===== src/rtl/sound_ram_arbiter_if.sv =====
// Sound RAM arbiter bus bundle: DOC fetch port, GLU host port and sound RAM port.
// slave  : the arbiter itself
// master : the surroundings (DOC, GLU host and the RAM)
interface sound_ram_arbiter_if;
    logic        doc_req;
    logic [15:0] doc_addr;
    logic [7:0]  doc_data;
    logic        doc_valid;

    logic        host_req;
    logic        host_wr;
    logic [15:0] host_addr;
    logic [7:0]  host_wdata;
    logic        host_ack;
    logic [7:0]  host_rdata;
    logic        busy;

    logic [15:0] ram_addr;
    logic        ram_we;
    logic [7:0]  ram_wdata;
    logic [7:0]  ram_rdata;

    modport slave (
        input  doc_req, doc_addr, host_req, host_wr, host_addr, host_wdata, ram_rdata,
        output doc_data, doc_valid, host_ack, host_rdata, busy, ram_addr, ram_we, ram_wdata
    );

    modport master (
        output doc_req, doc_addr, host_req, host_wr, host_addr, host_wdata, ram_rdata,
        input  doc_data, doc_valid, host_ack, host_rdata, busy, ram_addr, ram_we, ram_wdata
    );
endinterface


===== src/rtl/sound_ram_arbiter.sv =====
// Sound RAM arbiter: shares one registered sound RAM between the DOC sample
// fetcher (absolute priority, never stalled) and GLU host accesses.
// Optional feature: define SNDRAM_WRBUF_EN for a one-entry posted host write
// buffer (write acked the cycle after host_req, committed at first non-DOC cycle).
module sound_ram_arbiter (
    input logic               CLK_14M,
    input logic               reset,
    sound_ram_arbiter_if.slave bus
);

    localparam logic [1:0] ST_IDLE  = 2'd0;
    localparam logic [1:0] ST_PEND  = 2'd1;
    localparam logic [1:0] ST_RDATA = 2'd2;

    logic [1:0]  state;
    logic        pend_wr;
    logic [15:0] pend_addr;
    logic [7:0]  pend_wdata;
    logic        doc_valid_q;
    logic [7:0]  rdata_q;
    logic        wr_ack_q;
    logic        busy_int;
    logic        accept;
    logic        host_grant;

`ifdef SNDRAM_WRBUF_EN
    logic        buf_full;
    logic [15:0] buf_addr;
    logic [7:0]  buf_wdata;
    logic        buf_grant;

    assign busy_int   = (state != ST_IDLE) || buf_full;
    assign buf_grant  = !bus.doc_req && buf_full;
    assign host_grant = !bus.doc_req && !buf_full && (state == ST_PEND);
`else
    assign busy_int   = (state != ST_IDLE);
    assign host_grant = !bus.doc_req && (state == ST_PEND);
`endif

    assign accept = bus.host_req && !busy_int;

    // RAM port mux: DOC first, then buffered write, then pending host access
    always_comb begin
        bus.ram_addr  = bus.doc_addr;
        bus.ram_we    = 1'b0;
        bus.ram_wdata = pend_wdata;
`ifdef SNDRAM_WRBUF_EN
        if (buf_grant) begin
            bus.ram_addr  = buf_addr;
            bus.ram_we    = !reset;
            bus.ram_wdata = buf_wdata;
        end else
`endif
        if (host_grant) begin
            bus.ram_addr  = pend_addr;
            bus.ram_we    = pend_wr && !reset;
            bus.ram_wdata = pend_wdata;
        end
    end

    // Host access FSM: IDLE -> PEND (wait for a free slot) -> RDATA (reads only)
    always_ff @(posedge CLK_14M) begin
        if (reset) begin
            state <= ST_IDLE;
        end else begin
            case (state)
                ST_IDLE: begin
`ifdef SNDRAM_WRBUF_EN
                    if (accept && !bus.host_wr) state <= ST_PEND;
`else
                    if (accept) state <= ST_PEND;
`endif
                end
                ST_PEND: begin
                    if (host_grant) state <= pend_wr ? ST_IDLE : ST_RDATA;
                end
                ST_RDATA: state <= ST_IDLE;
                default:  state <= ST_IDLE;
            endcase
        end
    end

    // Latch the host request fields when a request is accepted
    always_ff @(posedge CLK_14M) begin
        if (reset) begin
            pend_wr    <= 1'b0;
            pend_addr  <= '0;
            pend_wdata <= '0;
        end else if (accept) begin
            pend_wr    <= bus.host_wr;
            pend_addr  <= bus.host_addr;
            pend_wdata <= bus.host_wdata;
        end
    end

`ifdef SNDRAM_WRBUF_EN
    // Posted write buffer: filled on an accepted write, drained at the first non-DOC cycle
    always_ff @(posedge CLK_14M) begin
        if (reset) begin
            buf_full  <= 1'b0;
            buf_addr  <= '0;
            buf_wdata <= '0;
        end else if (buf_grant) begin
            buf_full  <= 1'b0;
        end else if (accept && bus.host_wr) begin
            buf_full  <= 1'b1;
            buf_addr  <= bus.host_addr;
            buf_wdata <= bus.host_wdata;
        end
    end

    // Posted writes are acknowledged the cycle after host_req
    always_ff @(posedge CLK_14M) begin
        if (reset) wr_ack_q <= 1'b0;
        else       wr_ack_q <= accept && bus.host_wr;
    end
`else
    // Direct writes are acknowledged the cycle after the RAM write
    always_ff @(posedge CLK_14M) begin
        if (reset) wr_ack_q <= 1'b0;
        else       wr_ack_q <= host_grant && pend_wr;
    end
`endif

    // Hold the last completed read byte between read completions
    always_ff @(posedge CLK_14M) begin
        if (reset)                  rdata_q <= '0;
        else if (state == ST_RDATA) rdata_q <= bus.ram_rdata;
    end

    // DOC data arrives one cycle after its request (registered RAM)
    always_ff @(posedge CLK_14M) begin
        if (reset) doc_valid_q <= 1'b0;
        else       doc_valid_q <= bus.doc_req;
    end

    // Read completion is visible in the RDATA cycle itself, so data bypasses the holding register
    assign bus.host_rdata = (state == ST_RDATA && !reset) ? bus.ram_rdata : rdata_q;
    assign bus.host_ack   = !reset && ((state == ST_RDATA) || wr_ack_q);
    assign bus.busy       = busy_int;
    assign bus.doc_valid  = doc_valid_q;
    assign bus.doc_data   = doc_valid_q ? bus.ram_rdata : '0;

endmodule


===== src/flat_wrapper.sv =====
// flat-port wrapper written by rule: the top's interface ports become plain ports
module sound_ram_arbiter_flat 
  (CLK_14M, reset, bus_doc_req, bus_doc_addr, bus_host_req, bus_host_wr, bus_host_addr, bus_host_wdata, bus_ram_rdata, bus_doc_data, bus_doc_valid, bus_host_ack, bus_host_rdata, bus_busy, bus_ram_addr, bus_ram_we, bus_ram_wdata);
  sound_ram_arbiter_if bus_i ();
  input logic CLK_14M;
  input logic reset;
  input wire logic [$bits(bus_i.doc_req)-1:0] bus_doc_req;
  input wire logic [$bits(bus_i.doc_addr)-1:0] bus_doc_addr;
  input wire logic [$bits(bus_i.host_req)-1:0] bus_host_req;
  input wire logic [$bits(bus_i.host_wr)-1:0] bus_host_wr;
  input wire logic [$bits(bus_i.host_addr)-1:0] bus_host_addr;
  input wire logic [$bits(bus_i.host_wdata)-1:0] bus_host_wdata;
  input wire logic [$bits(bus_i.ram_rdata)-1:0] bus_ram_rdata;
  output wire logic [$bits(bus_i.doc_data)-1:0] bus_doc_data;
  output wire logic [$bits(bus_i.doc_valid)-1:0] bus_doc_valid;
  output wire logic [$bits(bus_i.host_ack)-1:0] bus_host_ack;
  output wire logic [$bits(bus_i.host_rdata)-1:0] bus_host_rdata;
  output wire logic [$bits(bus_i.busy)-1:0] bus_busy;
  output wire logic [$bits(bus_i.ram_addr)-1:0] bus_ram_addr;
  output wire logic [$bits(bus_i.ram_we)-1:0] bus_ram_we;
  output wire logic [$bits(bus_i.ram_wdata)-1:0] bus_ram_wdata;
  assign bus_i.doc_req = bus_doc_req;
  assign bus_i.doc_addr = bus_doc_addr;
  assign bus_i.host_req = bus_host_req;
  assign bus_i.host_wr = bus_host_wr;
  assign bus_i.host_addr = bus_host_addr;
  assign bus_i.host_wdata = bus_host_wdata;
  assign bus_i.ram_rdata = bus_ram_rdata;
  assign bus_doc_data = bus_i.doc_data;
  assign bus_doc_valid = bus_i.doc_valid;
  assign bus_host_ack = bus_i.host_ack;
  assign bus_host_rdata = bus_i.host_rdata;
  assign bus_busy = bus_i.busy;
  assign bus_ram_addr = bus_i.ram_addr;
  assign bus_ram_we = bus_i.ram_we;
  assign bus_ram_wdata = bus_i.ram_wdata;
  sound_ram_arbiter u_core (.CLK_14M(CLK_14M), .reset(reset), .bus(bus_i));
endmodule

===== config.mk =====
export PLATFORM = sky130hd
export DESIGN_NAME = sound_ram_arbiter_flat
export DESIGN_NICKNAME = d
export VERILOG_FILES = /design/src/rtl/sound_ram_arbiter_if.sv /design/src/rtl/sound_ram_arbiter.sv /design/src/flat_wrapper.sv
export SDC_FILE = /design/constraint.sdc
export NUM_CORES = 1
export LEC_CHECK = 0
export BUFFER_PORTS_ARGS = -buffer_cell sky130_fd_sc_hd__buf_2
export CORE_MARGIN = 5
export CORE_UTILIZATION = 33
export CTS_CLUSTER_DIAMETER = 100
export DETAILED_ROUTE_END_ITERATION = 7
export PLACE_DENSITY = 0.65
export SYNTH_ARGS = -nofsm -noshare
export SYNTH_HDL_FRONTEND = slang
export SYNTH_SLANG_ARGS = --single-unit
export TNS_END_PERCENT = 20

===== constraint.sdc =====
create_clock -name CLK_14M -period 1.3 [get_ports CLK_14M]
set_input_delay 0.065 -clock CLK_14M [delete_from_list [all_inputs] [get_ports CLK_14M]]
set_output_delay 0.065 -clock CLK_14M [all_outputs]
set_load 0.005 [all_outputs]

==> impl_metrics.json, run 1 <==
{
  "hold_end": "u_core.pend_addr[10]$_SDFFE_PP0P_",
  "nFillCells": 485,
  "finalCritPeriodShare_pct": 125.0,
  "placed_area_um2": 2265,
  "synth.cell_area_um2": 1694,
  "grtUsageTotal_pct": 14.55,
  "cts_sinks": 37,
  "final_nets": 354,
  "antenna-diode-count": 0,
  "cts_tree": "yes",
  "drt_iter0_markers": 27,
  "die_area_um2": 6667,
  "drive_above_1_share_pct": 49.67,
  "synth-edff-count": 0,
  "synth_seq_area_share_pct": 43.72,
  "synth_cell_types": 20,
  "max_slew_margin_pct": 82.30,
  "initial_core_util_pct": 33.60,
  "drc": 0,
  "p_comb_share_pct": 19.5,
  "p_leak_nw": 1.241,
  "crit_arrival_ns": 1.56,
  "worstSetupEndpointType": "output port",
  "power_density_nw_per_um2": 1013,
  "holdBufCountCts": 0,
  "post-route-util_pct": 50.94,
  "dp_hpwl_mm": 3.260,
  "gp_congestion": 0.6770,
  "pre_cts_ws_ns": -0.02684,
  "swShare_pct": 24.66,
  "power_w": 0.002603,
  "synthCells": 196,
  "final_cell_mix": "82 x buf_2, 66 x nand2_1, 35 x dfxtp_1, 33 x a21oi_1, 17 x mux2_4",
  "fmax_ghz": 0.6155,
  "status": "complete, but fails checks",
  "htreeDepth": 2,
  "drv_cap": 0,
  "setup_viol": 25,
  "violations": "setup timing",
  "ff2ff_setup_slack_ns": 0.09,
  "fin_worst_skew_ns": 0.007404,
  "grt_start_max_net_pins": 22,
  "numCtsBuffers": 5,
  "slew_viol_final": 0,
  "crit_path_start_kind": "register",
  "drt_pre_antenna_iters": 4,
  "max-vdd-ir-drop_v": 0.0006209,
  "internal-power_w": 0.001961,
  "postRouteAntennaNets": 0,
  "async_flop_share_pct": 0,
  "grt_pass1_vias": 1654,
  "yosys_warnings": 0,
  "final_area_um2": 2569,
  "ys_seq_elements": 37,
  "syn_avg_cell_area_um2": 8.643,
  "routed_wl_mm": 4.737,
  "p_seq_share_pct": 47.1,
  "hold-path-cell-count": 3,
  "p_sw_w": 0.0006418,
  "area_growth_syn_to_layout_pct": 51.62,
  "r2r-start": "u_core.state[0]$_SDFFE_PP0P_",
  "clkPwrFrac_pct": 33.4,
  "syn-num-nets": 249,
  "yosysTopAreaCell": "dfxtp_1",
  "ios": 97,
  "wire_per_inst_um": 12.73,
  "die_h_um": 81.65,
  "grt_pass1_wl_mm": 7.458,
  "synthTopCellsByArea": "dfxtp_1 44%, mux2_2 16%, nand2_1 15%",
  "portBuffers": 96,
  "hold_viol": 0,
  "worstMarginPinSlew_ns": 0.2651,
  "cts-root-buf": "clkbuf_8",
  "hold_path.class": "in2reg",
  "layout_setup_ws_ns": -0.3248,
  "viasPerCell": 4.527,
  "insertion_delay_ns": 0.29,
  "synth_flop_cell": "dfxtp_1",
  "fp-row-count": 26,
  "required_ns": 1.24,
  "vias": 1684,
  "synth_top_area_share_pct": 43.72,
  "clockBufferDepth": 2,
  "antenna_found_initial": 0,
  "overflow": 0,
  "final_common_cell": "buf_2",
  "clk_pin_slew_ns": 0.07,
  "path_class": "reg2out",
  "reg2reg_to": "u_core.pend_addr[3]$_SDFFE_PP0P_",
  "fin_crit_ns": 1.625,
  "die_w_um": 81.65,
  "rsz0062_at_grt": "true",
  "core_um2": 5042,
  "r2r_cells": 4,
  "crit_fanout": 8,
  "hold_path.startpoint": "bus_host_addr[10]"
}
[metal layers]
layer	GRT usage (%)	up-vias	share of wire [%]
met1	16.31	751	42
met4	5.482	0	1.5
met5	0	-	0
met2	26.06	72	47
met3	4.057	7	9.2
li1	-	854	-
[worst max path at each step]
stage	cells past startpoint	to	from	slack, ns
floorplan	4	bus_ram_addr[10]	u_core.state[0]$_SDFFE_PP0P_	0.02
global placement	4	bus_host_rdata[7]	u_core.state[1]$_SDFFE_PP0P_	0.01
detailed placement	4	bus_ram_addr[12]	u_core.state[0]$_SDFFE_PP0P_	-0.03
CTS	4	bus_ram_addr[15]	u_core.state[0]$_SDFFE_PP0P_	-0.34
global route	4	bus_ram_addr[9]	u_core.state[0]$_SDFFE_PP0P_	-0.39
finish	4	bus_ram_addr[1]	u_core.state[1]$_SDFFE_PP0P_	-0.32
[worst max-delay path, cell delays in order, from the launching register on]
cell     delay (ns)
dfxtp_4        0.37
nor3b_4        0.25
buf_6          0.21
mux2_4         0.32
buf_6          0.12
[final cells by class]
| type | count | area, um^2 | area share, % |
|---|---|---|---|
| timing repair buffer | 111 | 688.2 | 26.79 |
| tap | 70 | 87.58 | 3.410 |
| multi-input combinational | 146 | 943.4 | 36.73 |
| sequential | 37 | 748.2 | 29.13 |
| clock inverter | 1 | 5.005 | 0.1948 |
| clock buffer | 7 | 96.34 | 3.751 |
[what timing repair did]
| item | in CTS | in global routing |
|---|---|---|
| cloned | 1 | 0 |
| pin swaps | 1 | 0 |
| endpoints found under the setup margin | 25 | 27 |
| setup buffers | 1 | 1 |
| resized for setup | 35 | 5 |
[flip-flops by register name, summed over array words and instances, names as in the netlist]
name                  flops
u_core.bus.doc_valid      1
u_core.bus.ram_wdata      8
u_core.pend_addr         16
u_core.pend_wr            1
u_core.rdata_q            8
u_core.state              2
u_core.wr_ack_q           1
[power groups by stage]
stage	Combinational, W	Sequential (W)	Clock (W)
2_1_floorplan	0.000225	0.00125	0
5_1_grt	0.000560	0.00123	0.000936
3_5_place_dp	0.000423	0.00125	0
6_report	0.000508	0.00123	0.000870
3_3_place_gp	0.000420	0.00125	0
4_1_cts	0.000505	0.00123	0.000899
[cell usage after synthesis, types with 3 or more instances]
| master | instances |
|---|---|
| mux2_2 | 24 |
| buf_6 | 4 |
| nand2_1 | 66 |
| clkbuf_1 | 3 |
| a21oi_1 | 33 |
| buf_2 | 3 |
| and2_1 | 8 |
| dfxtp_1 | 37 |
| buf_4 | 3 |
[logic make-up (layout without fill, tap and decap cells)]
| family | count (synthesis) | in the layout | share of synthesized area [%] |
|---|---|---|---|
| and+or+nand+nor | 88 | 88 | 24.45 |
| DFF | 37 | 37 | 43.72 |
| AOI/OAI and AO/OA | 33 | 33 | 9.749 |
| muxes | 25 | 25 | 16.54 |
| buffers and inverters | 13 | 119 | 5.539 |
[through the flow]
stage | instances | setup TNS [ns] | hold slack, ns
2_1_floorplan | 196 | 0 | 0.1932
5_1_grt | 372 | -8.791 | 0.001993
3_5_place_dp | 361 | -0.2261 | 0.3119
3_3_place_gp | 361 | 0 | 0.3073
4_1_cts | 371 | -7.230 | 0.0003644
6_report | 372 | -7.167 | 0.006063
No activity file was read; power rests on OpenSTA's default activity.
==> run 2: changes to the inputs <==
Settings changed: CTS_BUF_LIST set to sky130_fd_sc_hd__clkbuf_8, PLACE_DENSITY 0.65 to not set.
Clock period 1.3 ns to 1.5 ns, I/O delays scaled along.
==> run 2 against run 1 <==
The run still ends with setup timing left. Worst hold slack gained 0.012 ns. Combinational power is 15% lower. Routed wire length is 0.36% lower. Critical path depth unchanged. Flip-flop and latch count did not move. Clock power is 4.7% lower. Setup slack improved by 0.21 ns. Die area did not move. Count of clock-buffer cells in the layout fell by 2. Cell area shrank 1.1%.
==> impl_metrics.json, run 2 (synthesized netlist as in run 1, its figures left out) <==
{
  "final_common_cell": "buf_2",
  "numCtsBuffers": 5,
  "postRouteAntennaNets": 0,
  "hold_path.class": "in2reg",
  "drv_cap": 0,
  "cts-root-buf": "clkbuf_8",
  "ios": 97,
  "ff2ff_setup_slack_ns": 0.14,
  "p_leak_nw": 1.233,
  "drive_above_1_share_pct": 49.17,
  "crit_fanout": 5,
  "path_class": "reg2out",
  "drt_pre_antenna_iters": 4,
  "nFillCells": 504,
  "htreeDepth": 2,
  "status": "complete, but fails checks",
  "overflow": 0,
  "hold-path-cell-count": 3,
  "drc": 0,
  "clockBufferDepth": 2,
  "fp-row-count": 26,
  "power_density_nw_per_um2": 915.4,
  "core_um2": 5042,
  "worstMarginPinSlew_ns": 0.4235,
  "wire_per_inst_um": 12.72,
  "cts_sinks": 37,
  "fin_setup_tns_ns": -2.296,
  "hold_end": "u_core.pend_addr[10]$_SDFFE_PP0P_",
  "grt_pass1_wl_mm": 7.728,
  "die_area_um2": 6667,
  "cp_cell_sequence": "nor3b_4 -> buf_4 -> mux2_2 -> buf_2",
  "worstSetupEndpointType": "output port",
  "final_nets": 354,
  "critPathSlowestCell": "dfxtp_4",
  "antenna-diode-count": 0,
  "hold_viol": 0,
  "antenna_found_initial": 0,
  "drt_iter0_markers": 59,
  "slew_viol_final": 0,
  "fin_worst_skew_ns": 0.006613,
  "initial_core_util_pct": 33.60,
  "violations": "setup timing",
  "post-route-util_pct": 50.37,
  "portBuffers": 96,
  "setup_viol": 25,
  "die_w_um": 81.65,
  "clk_pin_slew_ns": 0.07,
  "r2r-start": "u_core.state[1]$_SDFFE_PP0P_",
  "largest_reg_flops": 16,
  "top_register": "u_core.pend_addr",
  "fmax_ghz": 0.6210,
  "r2r_cells": 5,
  "grt_pass1_vias": 1655,
  "routed_wl_mm": 4.720,
  "dp_hpwl_mm": 3.278,
  "grt_start_max_net_pins": 40,
  "grtUsageTotal_pct": 15.09,
  "viasPerCell": 4.469,
  "layout_setup_ws_ns": -0.1103,
  "path_delay_family": "flip-flops",
  "crit_arrival_ns": 1.54,
  "max-vdd-ir-drop_v": 0.0003673,
  "finalCritPeriodShare_pct": 107.4,
  "max_slew_margin_pct": 71.77,
  "vias": 1658,
  "fin_worst_hold_slack_ns": 0.01795,
  "crit_path_start_kind": "register",
  "holdBufCountCts": 0,
  "area_growth_syn_to_layout_pct": 49.93,
  "rsz0062_at_grt": "true",
  "required_ns": 1.42,
  "die_h_um": 81.65,
  "fin_crit_ns": 1.610,
  "insertion_delay_ns": 0.28,
  "max_stage_delay_ns": 0.36,
  "cts_tree": "yes",
  "path_buf_inv": 2,
  "gp_congestion": 0.6658,
  "reg2reg_to": "u_core.pend_addr[11]$_SDFFE_PP0P_",
  "hold_path.startpoint": "bus_host_addr[10]",
  "final_cell_mix": "83 x buf_2, 66 x nand2_1, 35 x dfxtp_1, 33 x a21oi_1, 15 x buf_6"
}
[run 2: changes by cell type in the layout (fill, tap and decap cells not counted)]
cell / before / now
nand2b_1: 0 / 1
buf_6: 16 / 15
buf_2: 82 / 83
dfxtp_2: 0 / 1
mux2_4: 17 / 13
bufinv_16: 0 / 1
nand2b_4: 1 / 0
dfxtp_4: 2 / 1
clkbuf_8: 7 / 5
mux2_2: 7 / 11
[run 2: how the worst max path moves through the flow]
stage / from / cells after the start / slack (ns) / to
floorplan: u_core.state[0]$_SDFFE_PP0P_ / 4 / 0.21 / bus_ram_addr[10]
global placement: u_core.state[0]$_SDFFE_PP0P_ / 4 / 0.18 / bus_host_rdata[6]
detailed placement: u_core.state[0]$_SDFFE_PP0P_ / 4 / 0.17 / bus_ram_addr[11]
CTS: u_core.state[1]$_SDFFE_PP0P_ / 4 / -0.13 / bus_ram_addr[9]
global route: u_core.state[0]$_SDFFE_PP0P_ / 4 / -0.18 / bus_ram_addr[9]
finish: u_core.state[1]$_SDFFE_PP0P_ / 4 / -0.11 / bus_ram_addr[14]
[run 2: per-layer routing]
metal	GRT usage (%)	vias up	wire length [um]
li1	-	852	-
met1	18.16	730	2010
met2	25.73	69	2221
met3	4.386	7	430
met4	4.983	0	58
met5	0	-	0
[run 2: repair_timing]
item / CTS / global route
setup endpoints to repair: 25 / 25
pin swaps: 1 / 0
gates cloned: 1 / 0
resized for setup: 33 / 0
setup buffers: 3 / 0
[run 2: layout make-up]
| class | count | area [um^2] | share of cell area [%] |
|---|---|---|---|
| Sequential cell | 37 | 745.7 | 29.36 |
| Multi-Input combinational cell | 146 | 920.9 | 36.26 |
| Tap cell | 70 | 87.58 | 3.448 |
| Clock buffer | 5 | 68.82 | 2.709 |
| Clock inverter | 2 | 35.03 | 1.379 |
| Timing Repair Buffer | 111 | 681.9 | 26.85 |
[run 2: per-stage QoR]
step,area (um^2),std cells,power (W),worst slack (ns)
final,2540,371,0.002325,-0.1103
after global routing,2540,371,0.002469,-0.1844
after CTS,2540,371,0.002366,-0.1320
after detailed placement,2257,360,0.001450,0.1677
after global placement,2257,360,0.001444,0.1821
after floorplan,1694,196,0.001274,0.2128
[run 2: worst register-to-register path, cell delays in order (launching register included)]
cell and delay, ns:
dfxtp_4 0.36, buf_4 0.13, or3b_1 0.39, buf_4 0.21
nand2_1 0.08, a21oi_1 0.06
[run 2: report_power, final]
| part | internal [W] | total, W | switching (W) |
|---|---|---|---|
| registers | 0.00103 | 0.00106 | 0.0000298 |
| logic | 0.000249 | 0.000434 | 0.000185 |
| clock network | 0.000483 | 0.000829 | 0.000346 |
| total | 0.00176 | 0.00232 | 0.000561 |
==> run 3: changes to the inputs <==
Settings changed: CELL_PAD_IN_SITES_DETAIL_PLACEMENT set to 1, CELL_PAD_IN_SITES_GLOBAL_PLACEMENT set to 1, CORE_UTILIZATION 33 to 31, PLACE_DENSITY_LB_ADDON set to 0.1.
==> run 3 against run 2 <==
The run still ends with setup timing left. Register-to-register slack hardly changed. Utilization is 2.2 points lower. Global-route usage fell by 0.57 points. Final cell count grew 0.54%. Clock power down 20%. Non-clock buffer count fell by 1.
==> impl_metrics.json, run 3 (synthesized netlist as in run 1, its figures left out) <==
{
  "reg2reg_to": "u_core.pend_addr[9]$_SDFFE_PP0P_",
  "max_slew_margin_pct": 79.69,
  "worstSetupEndpointType": "output port",
  "drt_pre_antenna_iters": 4,
  "wire_per_inst_um": 14.18,
  "crit_path_start_kind": "register",
  "die_h_um": 83.93,
  "cts_tree": "yes",
  "fin_worst_skew_ns": 0.008811,
  "pre_cts_ws_ns": 0.1442,
  "crit_fanout": 5,
  "antenna_found_initial": 0,
  "clockBufferDepth": 2,
  "vias": 1691,
  "portBuffers": 96,
  "grt_start_max_net_pins": 26,
  "viasPerCell": 4.534,
  "setup_viol": 24,
  "p_leak_nw": 1.258,
  "initial_core_util_pct": 31.34,
  "wl_met2_mm": 2.589,
  "hold_path.class": "in2reg",
  "drc": 0,
  "fin_setup_tns_ns": -2.968,
  "nFillCells": 679,
  "numCtsBuffers": 5,
  "max-vdd-ir-drop_v": 0.0004411,
  "ios": 97,
  "r2r-start": "u_core.state[0]$_SDFFE_PP0P_",
  "gp_congestion": 0.7486,
  "fmax_ghz": 0.6058,
  "area_growth_syn_to_layout_pct": 53.77,
  "grt_pass1_vias": 1801,
  "fin_worst_hold_slack_ns": 0.01531,
  "grt_pass1_wl_mm": 8.362,
  "rsz0062_at_grt": "true",
  "hold_path.startpoint": "bus_host_addr[8]",
  "required_ns": 1.42,
  "cts-root-buf": "clkbuf_8",
  "cts_sinks": 37,
  "final_cell_mix": "80 x buf_2, 66 x nand2_1, 35 x dfxtp_1, 33 x a21oi_1, 17 x buf_6",
  "ff2ff_setup_slack_ns": 0.14,
  "final_nets": 353,
  "finalCritPeriodShare_pct": 110.0,
  "grtUsageTotal_pct": 14.52,
  "antenna-diode-count": 0,
  "m1WireLength_mm": 2.232,
  "largest_reg_flops": 16,
  "final_common_cell": "buf_2",
  "highest_layer": "met4",
  "hold_viol": 0,
  "violations": "setup timing",
  "drive_above_1_share_pct": 49.17,
  "top_register": "u_core.pend_addr",
  "path_class": "reg2out",
  "postRouteAntennaNets": 0,
  "layout_setup_ws_ns": -0.1507,
  "clk_pin_slew_ns": 0.08,
  "hold-path-cell-count": 3,
  "fin_crit_ns": 1.651,
  "drt_iter0_markers": 45,
  "routed_wl_mm": 5.289,
  "core_um2": 5405,
  "slew_viol_final": 0,
  "power_density_nw_per_um2": 843.8,
  "holdBufCountCts": 0,
  "crit_arrival_ns": 1.58,
  "fp-row-count": 27,
  "die_area_um2": 7043,
  "insertion_delay_ns": 0.29,
  "dr_wl_met3_um": 401,
  "dp_hpwl_mm": 3.643,
  "crit_start": "u_core.state[1]$_SDFFE_PP0P_",
  "htreeDepth": 2,
  "drv_cap": 0,
  "hold_end": "u_core.pend_addr[8]$_SDFFE_PP0P_",
  "r2r_cells": 5,
  "worstMarginPinSlew_ns": 0.3040,
  "status": "complete, but fails checks",
  "die_w_um": 83.93,
  "overflow": 0
}
==> run 3: cell types whose count changed in the layout (fill, tap and decap cells not counted), sizes merged <==
cell,previous run,this run
clkbuf,5,6
buf,111,109
clkinv,1,2
bufinv,1,0
inv,0,1
==> run 3: where the power goes <==
| group | leakage (nW) | internal, W | switching (W) |
|---|---|---|---|
| clock | 0.0491 | 0.000315 | 0.000348 |
| combinational | 0.905 | 0.000275 | 0.000196 |
| sequential | 0.304 | 0.00103 | 0.0000311 |
==> run 3: what timing repair did <==
| item | in CTS | in global routing |
|---|---|---|
| endpoints found under the setup margin | 25 | 25 |
| gates resized for setup | 5 | 34 |
| pin swaps | 0 | 2 |
| setup buffers | 2 | 1 |
| gates cloned | 1 | 1 |
==> run 3: per-stage QoR <==
stage,cell area [um^2],utilization [%],instances,total power (W)
6_report,2605,48.19,373,0.002198
5_1_grt,2605,48.19,373,0.002321
3_3_place_gp,2270,41.99,360,0.001454
4_1_cts,2407,44.54,371,0.002157
2_1_floorplan,1694,-,196,0.001274
3_5_place_dp,2270,41.99,360,0.001461
==> run 3: how the worst max path moves through the flow <==
stage                     depth (start not counted)  slack, ns                 to
after global routing                              5      -0.20   bus_ram_addr[15]
after detailed placement                          4       0.14    bus_ram_addr[1]
after floorplan                                   4       0.21   bus_ram_addr[10]
after global placement                            4       0.16  bus_host_rdata[7]
final                                             5      -0.15   bus_ram_addr[15]
after CTS                                         5      -0.16    bus_ram_addr[1]
==> run 3: final cells by class <==
cell class                      count  area, um^2  share of cell area, %
Clock buffer                        5       68.82                  2.642
Clock inverter                      3       13.76                 0.5283
Multi-Input combinational cell    146       934.6                  35.88
Sequential cell                    37       745.7                  28.63
Tap cell                           72       90.09                  3.458
Timing Repair Buffer              110       752.0                  28.87
==> run 3: layer usage <==
| layer | GRT usage (%) | vias to the layer above |
|---|---|---|
| met3 | 6.022 | 6 |
| met5 | 0 | - |
| li1 | - | 852 |
| met2 | 24.80 | 55 |
| met4 | 4.386 | 0 |
| met1 | 16.45 | 778 |
==> run 3: critical path, cell delays in order (launching register included) <==
cell and delay, ns:
dfxtp_4 0.37, nor3b_4 0.18, buf_6 0.16, clkbuf_16 0.15
mux2_4 0.30, buf_6 0.12
